File: src/rtl/traffic_light_seq.sv
// traffic_light_seq
//   Two-road junction sequencer driven by one-cycle tick pulses from the
//   programmable divider. All phase lengths are counted in ticks. Supports a
//   pedestrian request (cuts main green short and lights walk during side
//   green) and a night mode (flashing main yellow, side dark).
// Ports:
//   clk         system clock
//   rst_n       asynchronous active-low reset
//   tick        one-clk pulse, synchronous to clk
//   ped_req     pedestrian button, asynchronous level
//   night_mode  night switch, asynchronous level
//   main_light  {red,yellow,green} main road, registered
//   side_light  {red,yellow,green} side road, registered
//   walk        pedestrian walk lamp, registered
//   state_code  current state encoding, registered
//   time_left   ticks remaining minus one in current phase, registered
module traffic_light_seq #(
    parameter logic [7:0] T_MAIN_G = 8'd8,
    parameter logic [7:0] T_MIN_G  = 8'd3,
    parameter logic [7:0] T_SIDE_G = 8'd5,
    parameter logic [7:0] T_YEL    = 8'd2,
    parameter logic [7:0] T_RED    = 8'd1
) (
    input  logic       clk,
    input  logic       rst_n,
    input  logic       tick,
    input  logic       ped_req,
    input  logic       night_mode,
    output logic [2:0] main_light,
    output logic [2:0] side_light,
    output logic       walk,
    output logic [2:0] state_code,
    output logic [7:0] time_left
);

    typedef enum logic [2:0] {
        MAIN_G = 3'd0,
        MAIN_Y = 3'd1,
        RED_A  = 3'd2,
        SIDE_G = 3'd3,
        SIDE_Y = 3'd4,
        RED_B  = 3'd5,
        NIGHT  = 3'd6
    } state_t;

    state_t     state, nxt_state;
    logic [7:0] timer, nxt_timer;
    logic       blink, nxt_blink;
    logic       walk_flag, nxt_walk_flag;
    logic       ped_pending;
    logic       ped_s1, ped_s2, ped_s3;
    logic       night_s1, night_sync;
    logic       ped_edge;
    logic       side_entry;

    assign ped_edge = ped_s2 & ~ped_s3;

    always_comb begin
        nxt_state     = state;
        nxt_timer     = timer;
        nxt_blink     = blink;
        nxt_walk_flag = walk_flag;
        side_entry    = 1'b0;
        case (state)
            MAIN_G: if (tick) begin
                // Elapsed ticks including this one equal T_MAIN_G - timer.
                if (timer == '0 || (ped_pending && (T_MAIN_G - timer) >= T_MIN_G)) begin
                    nxt_state = MAIN_Y;
                    nxt_timer = T_YEL - 8'd1;
                end else begin
                    nxt_timer = timer - 8'd1;
                end
            end
            MAIN_Y: if (tick) begin
                if (timer == '0) begin
                    nxt_state = RED_A;
                    nxt_timer = T_RED - 8'd1;
                end else begin
                    nxt_timer = timer - 8'd1;
                end
            end
            RED_A: if (tick) begin
                if (timer == '0) begin
                    if (night_sync) begin
                        nxt_state = NIGHT;
                        nxt_timer = '0;
                        nxt_blink = 1'b1;
                    end else begin
                        nxt_state     = SIDE_G;
                        nxt_timer     = T_SIDE_G - 8'd1;
                        nxt_walk_flag = ped_pending;
                        side_entry    = 1'b1;
                    end
                end else begin
                    nxt_timer = timer - 8'd1;
                end
            end
            SIDE_G: if (tick) begin
                if (timer == '0) begin
                    nxt_state = SIDE_Y;
                    nxt_timer = T_YEL - 8'd1;
                end else begin
                    nxt_timer = timer - 8'd1;
                end
            end
            SIDE_Y: if (tick) begin
                if (timer == '0) begin
                    nxt_state = RED_B;
                    nxt_timer = T_RED - 8'd1;
                end else begin
                    nxt_timer = timer - 8'd1;
                end
            end
            RED_B: if (tick) begin
                if (timer == '0) begin
                    if (night_sync) begin
                        nxt_state = NIGHT;
                        nxt_timer = '0;
                        nxt_blink = 1'b1;
                    end else begin
                        nxt_state = MAIN_G;
                        nxt_timer = T_MAIN_G - 8'd1;
                    end
                end else begin
                    nxt_timer = timer - 8'd1;
                end
            end
            NIGHT: if (tick) begin
                if (!night_sync) begin
                    nxt_state = RED_B;
                    nxt_timer = T_RED - 8'd1;
                end else begin
                    nxt_blink = ~blink;
                end
            end
            default: begin
                // Unused code: fall back to all-red clearance without waiting for a tick.
                nxt_state = RED_B;
                nxt_timer = T_RED - 8'd1;
            end
        endcase
    end

    always_ff @(posedge clk or negedge rst_n) begin
        if (!rst_n) begin
            state       <= RED_B;
            timer       <= T_RED - 8'd1;
            blink       <= 1'b0;
            walk_flag   <= 1'b0;
            ped_pending <= 1'b0;
            ped_s1      <= 1'b0;
            ped_s2      <= 1'b0;
            ped_s3      <= 1'b0;
            night_s1    <= 1'b0;
            night_sync  <= 1'b0;
            main_light  <= 3'b100;
            side_light  <= 3'b100;
            walk        <= 1'b0;
            state_code  <= 3'd5;
            time_left   <= T_RED - 8'd1;
        end else begin
            ped_s1     <= ped_req;
            ped_s2     <= ped_s1;
            ped_s3     <= ped_s2;
            night_s1   <= night_mode;
            night_sync <= night_s1;

            state     <= nxt_state;
            timer     <= nxt_timer;
            blink     <= nxt_blink;
            walk_flag <= nxt_walk_flag;
            // A new edge wins over the clear on side-green entry, so it is not lost.
            ped_pending <= ped_edge | (ped_pending & ~side_entry);

            // Outputs follow the current state, hence one clk behind it.
            case (state)
                MAIN_G:  begin main_light <= 3'b001; side_light <= 3'b100; end
                MAIN_Y:  begin main_light <= 3'b010; side_light <= 3'b100; end
                SIDE_G:  begin main_light <= 3'b100; side_light <= 3'b001; end
                SIDE_Y:  begin main_light <= 3'b100; side_light <= 3'b010; end
                NIGHT:   begin
                    main_light <= blink ? 3'b010 : 3'b000;
                    side_light <= blink ? 3'b100 : 3'b000;
                end
                default: begin main_light <= 3'b100; side_light <= 3'b100; end
            endcase
            walk       <= (state == SIDE_G) && walk_flag;
            state_code <= state;
            time_left  <= (state == NIGHT) ? '0 : timer;
        end
    end

endmodule

File: config.mk
export PLATFORM = sky130hd
export DESIGN_NAME = traffic_light_seq
export DESIGN_NICKNAME = d
export VERILOG_FILES = /design/src/rtl/traffic_light_seq.sv
export SDC_FILE = /design/constraint.sdc
export NUM_CORES = 1
export LEC_CHECK = 0
export ABC_CLOCK_PERIOD_IN_PS = 2100
export CORE_MARGIN = 1.5
export CORE_UTILIZATION = 30
export DETAILED_ROUTE_END_ITERATION = 10
export PLACE_DENSITY = 0.62
export SETUP_SLACK_MARGIN = 0.3
export SLEW_MARGIN = 20
export SYNTH_ARGS = -nofsm -noshare
export SYNTH_HDL_FRONTEND = slang
export SYNTH_SLANG_ARGS = --single-unit
export TNS_END_PERCENT = 30
File: constraint.sdc
create_clock -name clk -period 2.1 [get_ports clk]
set_clock_uncertainty 0.1 [all_clocks]
set_input_delay 0.42 -clock clk [delete_from_list [all_inputs] [get_ports clk]]
set_output_delay 0.42 -clock clk [all_outputs]
set_load 0.05 [all_outputs]
==> run summary, run 1 <==
outcome -> finished clean
final setup fails -> 0
routed vias/inst -> 4.99
Critical Path RT -> 2220 ps
sequential-to-total area share from yosys stat -> 55.1%
worst hold start -> night_s1
ant diodes -> 0
area occupied by multi-input gates -> 805 um2
WHS Path Cells -> 0
CTS Root Cell -> clkbuf_8
CTS buffer count -> 5
Static Leak -> 0.00106 uW
CP arrival -> 2090 ps
Worst setup SP type -> flip-flop
chip width -> 78.2 um
VDD IR max -> 589 uV
largest net degree at the start of global routing -> 21
initial antenna violation count -> 0
drt pass-1 iters -> 4
top cells by area, synth -> dfrtp_1, dfstp_2, nor2_1
worst skew pair latency -> 290 ps
count of final hold-check violations -> 0
vias in the first global route -> 1410
row count -> 27
Layout Nets -> 222
FF-to-FF path depth -> 13
clk slew on worst S/H paths -> 70 ps
Worst R2R Setup Slack -> 130 ps
Die Ht -> 78.2 um
first-pass GRT wire length -> 6850 um
wire length per cell -> 13.7 um
drt total wl -> 3930 um
number of enable flip-flop cells after synthesis -> 0
number of synthesis warnings -> 0
kind of critical path -> flip-flop to flip-flop
Yosys cell types -> 47
HPWL after DPL -> 2520 um
routability congestion estimate -> 0.843
cells after synthesis -> 158
Max Fclk -> 0.508 GHz
initial core utilization -> 31.0%
mean post-synth cell area -> 10.7 um2
io pins -> 23
Final WS setup -> 130 ps
Sequential Area -> 935 um2
Post-synth ARST share -> 100%
aggregate negative setup slack -> 0 ps
Slew HR -> 66.3%
Worst Tran Pin Value -> 504 ps
core box area -> 0.00547 mm2
grt total ovfl -> 0
initial DRC count -> 214
post-place setup slack -> 76.1 ps
GRT Util Overall -> 14.4%
Post-DRT Antenna Nets -> 0
Critical Path Sink Type -> flip-flop
flop and latch count out of synthesis -> 37
Syn Nets -> 165
port buffer count -> 22
share of the synthesized area in the top cell type -> 45.8%
top_reg_cell synth -> dfrtp_1
Period Utilization, post-route -> 93.8%
die footprint -> 0.00611 mm2
clock period minus worst slack -> 1970 ps
crit-path max FO -> 2
area grow syn2layout -> 43.5%
layout cell share with drive strength beyond 1 -> 34.3%
FF-to-FF End -> time_left[0]
Hold Path Class -> flip-flop to flip-flop
DRC -> 0
worst r2r src -> timer[0]
CTS Sinks -> 37
CTS max path bufs -> 2
fill count -> 509
CTS H-Tree Depth -> 2
CTS tree -> done
via count -> 1436
max-cap violations -> 0
RSZ-0062 raised after global routing -> yes
Pwr Density -> 1580 mW/mm2
area leader, netlist -> dfrtp_1
Syn Std Cell Area -> 0.00170 mm2
Slew Limit Fails -> 0
Min-Delay Endpoint -> night_sync
state kept, by name, summed over array words and instances, names as in the netlist:
name / flops
ped_s2: 1
night_s1: 1
state_code: 3
night_sync: 1
ped_s3: 1
ped_s1: 1
time_left: 8
walk_flag: 1
blink: 1
side_light: 3
ped_pending: 1
main_light: 3
state: 3
walk: 1
timer: 8
logic make-up (layout without fill, tap and decap cells):
group	count (synthesis)	count (layout)	synth area share [%]
AOI/OAI and AO/OA	41	41	17.2
xor gates and xnor gates	1	1	0.517
adders and majority gates	2	2	1.48
buffers and inverters	11	69	3.17
DFF	37	37	55.1
muxes	1	1	0.885
and+or+nand+nor	65	65	21.7
stage by stage:
step | utilization, % | instance area (um2) | power (uW) | cells | hold slack, ps
after floorplan | - | 1710 | 2310 | 158 | 24.4
after global placement | 38.2 | 2090 | 2830 | 262 | 233
after detailed placement | 38.2 | 2090 | 2860 | 262 | 241
after CTS | 43.3 | 2370 | 3700 | 287 | 258
after global routing | 44.5 | 2430 | 4090 | 288 | 269
final | 44.5 | 2430 | 3840 | 288 | 253
final cells by class:
cell class	count	area share (%)
Clock buffer	5	2.83
Clock inverter	3	0.720
Inverter	5	0.771
Multi-Input combinational cell	110	33.1
Sequential cell	37	38.4
Tap cell	72	3.70
Timing Repair Buffer	56	20.5
critical path, stage by stage, from the launching register on:
cell and delay (ps):
dfrtp_1 400, inv_2 80, buf_4 140, buf_6 100, buf_4 120, buf_4 120
buf_6 100, buf_6 100, buf_6 100, buf_4 110, buf_4 120, buf_4 120
buf_4 120, nor2_2 70
worst max-delay path by stage:
stage	endpoint	slack [ps]	from	depth (start not counted)
after floorplan	walk_flag	10	timer[0]	6
after global placement	walk_flag	100	tick	4
final	time_left[0]	130	timer[0]	13
after global routing	timer[7]	70	timer[0]	8
after detailed placement	walk_flag	80	tick	4
after CTS	timer[0]	150	timer[1]	6
cells in the mapped netlist (2+ instances only):
| master | count |
|---|---|
| a31oi_1 | 2 |
| a221oi_1 | 2 |
| nor2_1 | 15 |
| and3_1 | 2 |
| a221o_1 | 2 |
| a21oi_1 | 7 |
| dfrtp_1 | 31 |
| buf_2 | 4 |
| nor3_1 | 4 |
| a22o_1 | 2 |
| nand3_1 | 6 |
| nand2_1 | 14 |
| nand3b_1 | 3 |
| nand2b_1 | 3 |
| ha_1 | 2 |
| dfstp_2 | 6 |
| o31ai_1 | 3 |
| nor2b_1 | 8 |
| o21ai_0 | 9 |
| inv_1 | 4 |
| o31a_1 | 3 |
cell usage in the layout, fill, tap and decap left out, types with 3 or more instances in the layout:
cell type,Yosys,layout
dfrtp_1,31,30
buf_4,0,29
clkdlybuf4s50_1,0,15
nor2_1,15,14
nand2_1,14,14
nor2b_1,8,8
buf_6,1,7
o21ai_0,9,6
nand3_1,6,6
a21oi_1,7,6
dfstp_2,6,6
clkbuf_8,0,5
nor3_1,4,4
nand2b_1,3,3
o31a_1,3,3
nand3b_1,3,3
o21ai_1,0,3
metal layers:
metal,vias to the layer above,share of wire (%),wire (um),global-route usage (%)
met1,702,43,1690,18.5
met4,0,2.0,80,7.14
met3,7,4.0,158,3.26
li1,682,-,-,-
met2,45,51,2000,22.8
met5,-,0,0,0
power by group:
group	total, uW	internal (uW)	switching, uW	leakage [uW]
combinational	2190	1010	1180	0.000561
sequential	1170	955	213	0.000456
clock	482	229	253	0.0000439
repair_timing:
item | 4_1_cts | 5_1_grt
hold endpoints to repair | 15 | 0
buffers inserted | 16 | 1
pin swaps | 6 | 2
gates resized for setup | 15 | 13
setup endpoints to repair | 24 | 27
hold buffers | 1 | 0
No activity file was read; power rests on OpenSTA's default activity.
==> run 2: changes to the inputs <==
CORE_MARGIN = 2   (was 1.5)
==> run summary, run 2 (synthesis results as in run 1) <==
initial DRC count -> 98 (was 214)
VDD IR max -> 553 uV (was 589 uV)
fill count -> 527 (was 509)
Slew HR -> 64.2% (was 66.3%)
core box area -> 0.00547 mm2 (unchanged)
area occupied by multi-input gates -> 749 um2 (was 805 um2)
routability congestion estimate -> 0.848 (was 0.843)
first-pass GRT wire length -> 6220 um (was 6850 um)
ant diodes -> 0 (unchanged)
Final Cell Area -> 0.00230 mm2 (was 0.00243 mm2)
Slew Limit Fails -> 0 (unchanged)
FF-to-FF path depth -> 6 (was 13)
Die Ht -> 79.2 um (was 78.2 um)
initial core utilization -> 31.0% (unchanged)
Worst Tran Pin Value -> 530 ps (was 504 ps)
clk slew on worst S/H paths -> 80 ps (was 70 ps)
kind of critical path -> flip-flop to flip-flop (unchanged)
chip width -> 79.2 um (was 78.2 um)
area grow syn2layout -> 35.9% (was 43.5%)
wire length per cell -> 13.0 um (was 13.7 um)
vias in the first global route -> 1365 (was 1410)
Worst setup SP type -> flip-flop (unchanged)
layout cell share with drive strength beyond 1 -> 29.0% (was 34.3%)
CTS tree -> done (unchanged)
CTS H-Tree Depth -> 2 (unchanged)
RSZ-0062 raised after global routing -> yes (unchanged)
io pins -> 23 (unchanged)
Period Utilization, post-route -> 93.3% (was 93.8%)
Layout Nets -> 216 (was 222)
max-cap violations -> 0 (unchanged)
Pwr Density -> 1570 mW/mm2 (was 1580 mW/mm2)
post-cts hold buffer count -> 0 (was 1)
biggest regs -> time_left: 8 flops, timer: 8 flops (unchanged)
initial antenna violation count -> 0 (unchanged)
CTS buffer count -> 5 (unchanged)
Hold Path Class -> input pin to asynchronous set/reset pin (was flip-flop to flip-flop)
count of final hold-check violations -> 0 (unchanged)
crit-path max FO -> 4 (was 2)
row count -> 27 (unchanged)
FF-to-FF End -> walk_flag (was time_left[0])
via count -> 1363 (was 1436)
CTS Root Cell -> clkbuf_8 (unchanged)
worst r2r src -> timer[0] (unchanged)
commonest non-fill, non-tap cell in the layout -> dfrtp_1 (unchanged)
largest net degree at the start of global routing -> 38 (was 21)
routed vias/inst -> 4.83 (was 4.99)
drt pass-1 iters -> 4 (unchanged)
Static Leak -> 0.00101 uW (was 0.00106 uW)
DP Area -> 0.00207 mm2 (was 0.00209 mm2)
port buffer count -> 22 (unchanged)
commonest non-fill, non-tap cells in the layout -> dfrtp_1, buf_4, clkdlybuf4s50_1 (unchanged)
worst skew pair latency -> 290 ps (about the same)
CP arrival -> 2040 ps (was 2090 ps)
die footprint -> 0.00627 mm2 (was 0.00611 mm2)
CTS max path bufs -> 2 (unchanged)
Critical Path RT -> 2180 ps (was 2220 ps)
aggregate negative setup slack -> 0 ps (unchanged)
Worst R2R Setup Slack -> 140 ps (was 130 ps)
clock period minus worst slack -> 1960 ps (was 1970 ps)
DRC -> 0 (unchanged)
Post-DRT Antenna Nets -> 0 (unchanged)
grt total ovfl -> 0 (unchanged)
HPWL after DPL -> 2320 um (was 2520 um)
outcome -> finished clean (unchanged)
CTS Sinks -> 37 (unchanged)
GRT Util Overall -> 12.6% (was 14.4%)
Sequential Area -> 933 um2 (was 935 um2)
final setup fails -> 0 (unchanged)
drt total wl -> 3650 um (was 3930 um)
Critical Path Sink Type -> flip-flop (unchanged)
Max Fclk -> 0.511 GHz (was 0.508 GHz)
run 2: changes by cell type in the layout (fill, tap and decap cells not counted), moves of 2 or more:
cell,delta
buf_6,-4
o31ai_4,-2
o21ai_1,-2
o31ai_1,+3
run 2: layer usage:
metal / up-vias / GRT usage (%) / share of wire (%)
li1: 676 / - / -
met3: 10 / 3.52 / 4.2
met2: 34 / 21.4 / 50
met4: 0 / 5.52 / 2.2
met5: - / 0 / 0
met1: 643 / 14.8 / 44
run 2: area by class of cell:
type	count	share of cell area [%]
clock buffers	5	2.99
clock inverters	3	0.760
inverters	5	0.815
multi-input cells	110	32.5
flip-flops and latches	37	40.5
well taps	72	3.91
repair buffers	50	18.5
run 2: critical path, stage by stage, from the launching register on:
cell,delay (ps)
dfrtp_1,390
inv_2,90
ha_4,150
nor3b_4,280
nand2_4,100
or4_4,440
mux2_4,300
run 2: timing repair:
| item | in CTS | in global routing |
|---|---|---|
| setup endpoints to repair | 25 | 26 |
| setup buffers | 9 | 4 |
| resized for setup | 7 | 5 |
| pin swaps | 5 | 5 |
run 2: how the worst max path moves through the flow:
stage	from	endpoint	slack, ps	depth (start not counted)
finish	timer[0]	walk_flag	140	6
detailed placement	tick	walk_flag	80	4
global route	timer[0]	blink	80	9
floorplan	timer[0]	walk_flag	10	6
CTS	walk	walk	160	1
global placement	tick	walk_flag	90	4
run 2: stage by stage:
step                      utilization [%]  power [uW]  hold slack (ps)  instances  setup slack (ps)
after detailed placement             37.9        2830              237        261              76.6
after floorplan                         -        2310             24.4        158              11.8
after global routing                 42.1        3860              103        282              81.4
after CTS                            41.1        3500             75.7        278               156
final                                42.1        3610             61.5        282               141
after global placement               37.9        2810              233        261              94.1
run 2: report_power, final:
part | internal [uW] | switching [uW]
combinational | 888 | 1090
sequential | 954 | 201
clock | 229 | 251
total | 2070 | 1540
==> RTL edit 1, RTL diff (config.mk and constraints of run 1) <==
Make the reset (`rst_n`) synchronous in one clocked block. Comments in the files are not updated.
--- a/src/rtl/traffic_light_seq.sv
+++ b/src/rtl/traffic_light_seq.sv
@@ -143,3 +143,3 @@
 
-    always_ff @(posedge clk or negedge rst_n) begin
+    always_ff @(posedge clk) begin
         if (!rst_n) begin
Check against the original RTL: differs if rst_n is asserted again (counterexample within 4 cycles, from zero or initial values and one cycle with rst_n low); with rst_n held inactive, the same outputs for 10 cycles.
==> RTL edit 1 against run 1 <==
Count of clock-buffer cells in the layout grew 2; sequential cell count is the same; sequential power shrank 9%; fmax shrank 1.3%; worst setup slack lost 0.026 ns; power shrank 3.4%; routed wire length grew 0.20%; utilization grew 1.0 points; final cell count grew 4.2%; synthesized area shrank 6.3%; clock power grew 14%; final area shrank 4.5%; critical path type unchanged; largest cell class is now multi-input gates; largest power group unchanged.
==> RTL edit 1: results (changes against run 1) <==
[run_status]
status = finished, final reports clean  ; unchanged

[placed_design]
dpl.cell_count = 280  ; was 262
hpwlAfterDp_mm = 2.55  ; was 2.52 mm
place_congestion = 0.896  ; was 0.843
postPlaceCellArea_sq_mm = 0.00199  ; was 0.00209 sq mm

[synth]
synth-adder-area-share_pct = 1.58  ; was 1.48%
ys_types = 40  ; was 47
async_flop_share_pct = 0  ; was 100%
synthMuxAreaShare_pct = 0.630  ; was 0.886%
avgSynthCellArea_sq_um = 8.72  ; was 10.7 sq um
synth_fp_nets = 189  ; was 165
ys_seq_area_share_pct = 46.7  ; was 55.1%

[power]
switching_power_uw = 1560  ; was 1650 uW
comb_cell_power_uw = 2100  ; was 2190 uW

[global_routing]
grt.met3_usage_pct = 3.57  ; was 3.26%
grt_usage_pct = 15.0  ; was 14.4%
grt_pass1_wl_mm = 6.30  ; was 6.85 mm

[clock_tree]
cts_resized = 13  ; was 15
cts_setup_buffers = 8  ; was 16

[detailed_routing]
drt_iter0_drc = 123  ; was 214
vias = 1501  ; was 1436
finalWirelength_mm = 3.94  ; was 3.93 mm
first_pass_iters = 5  ; was 4

[sta]
slew_headroom_pct = 62.9  ; was 66.3%

[finish]
fill_cells = 520  ; was 509

## RTL edit 1: path summary, 6_finish.rpt
path,startpoint,endpoint,slack (ns),cells past startpoint
setup / recovery,timer[1],timer[0],0.10,7
hold / removal,ped_s1,ped_s2,0.33,1
setup reg to reg,timer[1],timer[0],0.10,7
hold reg to reg,ped_s1,ped_s2,0.33,1
## RTL edit 1: area by class of cell
type,count,area [sq um],share of cell area (%)
clock buffers,7,96.3,4.15
flip-flops and latches,37,748,32.2
clock inverters,1,5.00,0.215
multi-input cells,128,918,39.5
inverters,8,35.0,1.51
repair buffers,49,433,18.6
well taps,70,87.6,3.77
## RTL edit 1: critical path: stages (launching register included)
cell and delay, ns:
dfxtp_4 0.37, inv_4 0.07, ha_4 0.14, or3b_4 0.42, nor2_4 0.19, o311ai_0 0.23, a21boi_1 0.27, o31ai_1 0.09
==> RTL edit 2, RTL diff (config.mk and constraints of run 1) <==
Without the edit above. `T_MAIN_G`: 8'd8 -> 8'd7.
--- a/src/rtl/traffic_light_seq.sv
+++ b/src/rtl/traffic_light_seq.sv
@@ -17,3 +17,3 @@
 module traffic_light_seq #(
-    parameter logic [7:0] T_MAIN_G = 8'd8,
+    parameter logic [7:0] T_MAIN_G = 8'd7,
     parameter logic [7:0] T_MIN_G  = 8'd3,
Function: changed (Yosys sat finds a counterexample within 4 cycles, from zero or initial values and one cycle with rst_n low).
==> RTL edit 2 against run 1 <==
Power grew 12%; worst setup slack lost 0.083 ns; routed wire length grew 19%; global-route usage grew 0.071 points; final area grew 6.3%; synthesized area grew 6.5%; sequential cell count is the same.
==> RTL edit 2: results (changes against run 1) <==
[run_status]
status = finished, final reports clean  ; unchanged

[power]
ir_drop_mv = 0.690  ; was 0.589 mV
switching_power_uw = 1940  ; was 1650 uW
pwr.group.clock_uw = 522  ; was 482 uW
leakagePower_uw = 0.00116  ; was 0.00106 uW

[finish]
nFlopsAndLatches = 37  ; unchanged
fill_cells = 562  ; was 509
final_nets = 245  ; was 222
nonClkBufAreaFrac_pct = 19.8  ; was 20.5%
multi_input_area_sq_um = 920  ; was 805 sq um
drive_above_1_share_pct = 39.7  ; was 34.3%
nNonClkInverters = 9  ; was 5
clock_cell_area_share_pct = 3.48  ; was 3.55%

[synth]
synth_area_leaders = dfrtp_1, dfstp_2, a21oi_1  ; was dfrtp_1, dfstp_2, nor2_1
synth_common_cells = dfrtp_1, nand2_1, nor2_1, a21oi_1, a31oi_1  ; was dfrtp_1, nor2_1, nand2_1, o21ai_0, nor2b_1

[global_routing]
grt_use_met2_pct = 22.9  ; was 22.8%
grt.met3_usage_pct = 3.75  ; was 3.26%
grt_pass1_wl_mm = 7.11  ; was 6.85 mm
grt_pass1_vias = 1446  ; was 1410

[detailed_routing]
finalWirelength_mm = 4.70  ; was 3.93 mm
wl_met1_mm = 1.95  ; was 1.69 mm
wl_met3_um = 314  ; was 158 um
wl_met2_mm = 2.33  ; was 2.00 mm
vias = 1548  ; was 1436

[placed_design]
postPlaceCellArea_sq_mm = 0.00228  ; was 0.00209 sq mm

[critical_path]
cp_max_fo = 4  ; was 2

## RTL edit 2: what timing repair did
item / CTS / global route
setup endpoints to repair: 27 / 17
setup buffers: 8 / 5
endpoints found under the hold margin: 13 / 0
gates resized for setup: 21 / 17
hold buffers: 1 / 0
pin swaps: 8 / 14
## RTL edit 2: cells by family (layout without fill, tap and decap cells)
logic type                 after synthesis  count (layout)  synth area share (%)
AOI/OAI and AO/OA                       50              50                  18.7
buffers and inverters                   20              81                  5.27
DFF                                     37              37                  51.7
muxes                                    2               2                  1.39
and+or+nand+nor                         60              60                  18.7
adders and majority gates                4               4                  2.77
xor gates and xnor gates                 3               3                  1.46
## RTL edit 2: metrics by stage
stage | std cells | hold slack [ns] | total power [uW] | setup slack, ns
after floorplan | 176 | 0.0244 | 2670 | 0.0429
after global placement | 290 | 0.234 | 3380 | 0.0525
after detailed placement | 290 | 0.237 | 3400 | -0.0287
after CTS | 307 | 0.254 | 4030 | -0.00427
after global routing | 312 | 0.273 | 4560 | -0.0315
final | 312 | 0.251 | 4300 | 0.0476
## RTL edit 2: worst max-delay path, stage by stage, from the launching register on
cell and delay (ns):
dfrtp_1 0.40, inv_2 0.09, ha_4 0.14, nor4b_4 0.21, and2_4 0.21, nand2_2 0.05
or4_4 0.43, mux2_4 0.31
## RTL edit 2: worst paths after layout
kind / from / end / slack [ns] / cells after the start
max: timer[1] / walk_flag / 0.05 / 7
min: night_s1 / night_sync / 0.25 / 0
max reg2reg: timer[1] / walk_flag / 0.05 / 7
min reg2reg: night_s1 / night_sync / 0.25 / 0
max in group asynchronous: rst_n / side_light[2] / 0.81 / 3
min in group asynchronous: rst_n / timer[1] / 0.49 / 2
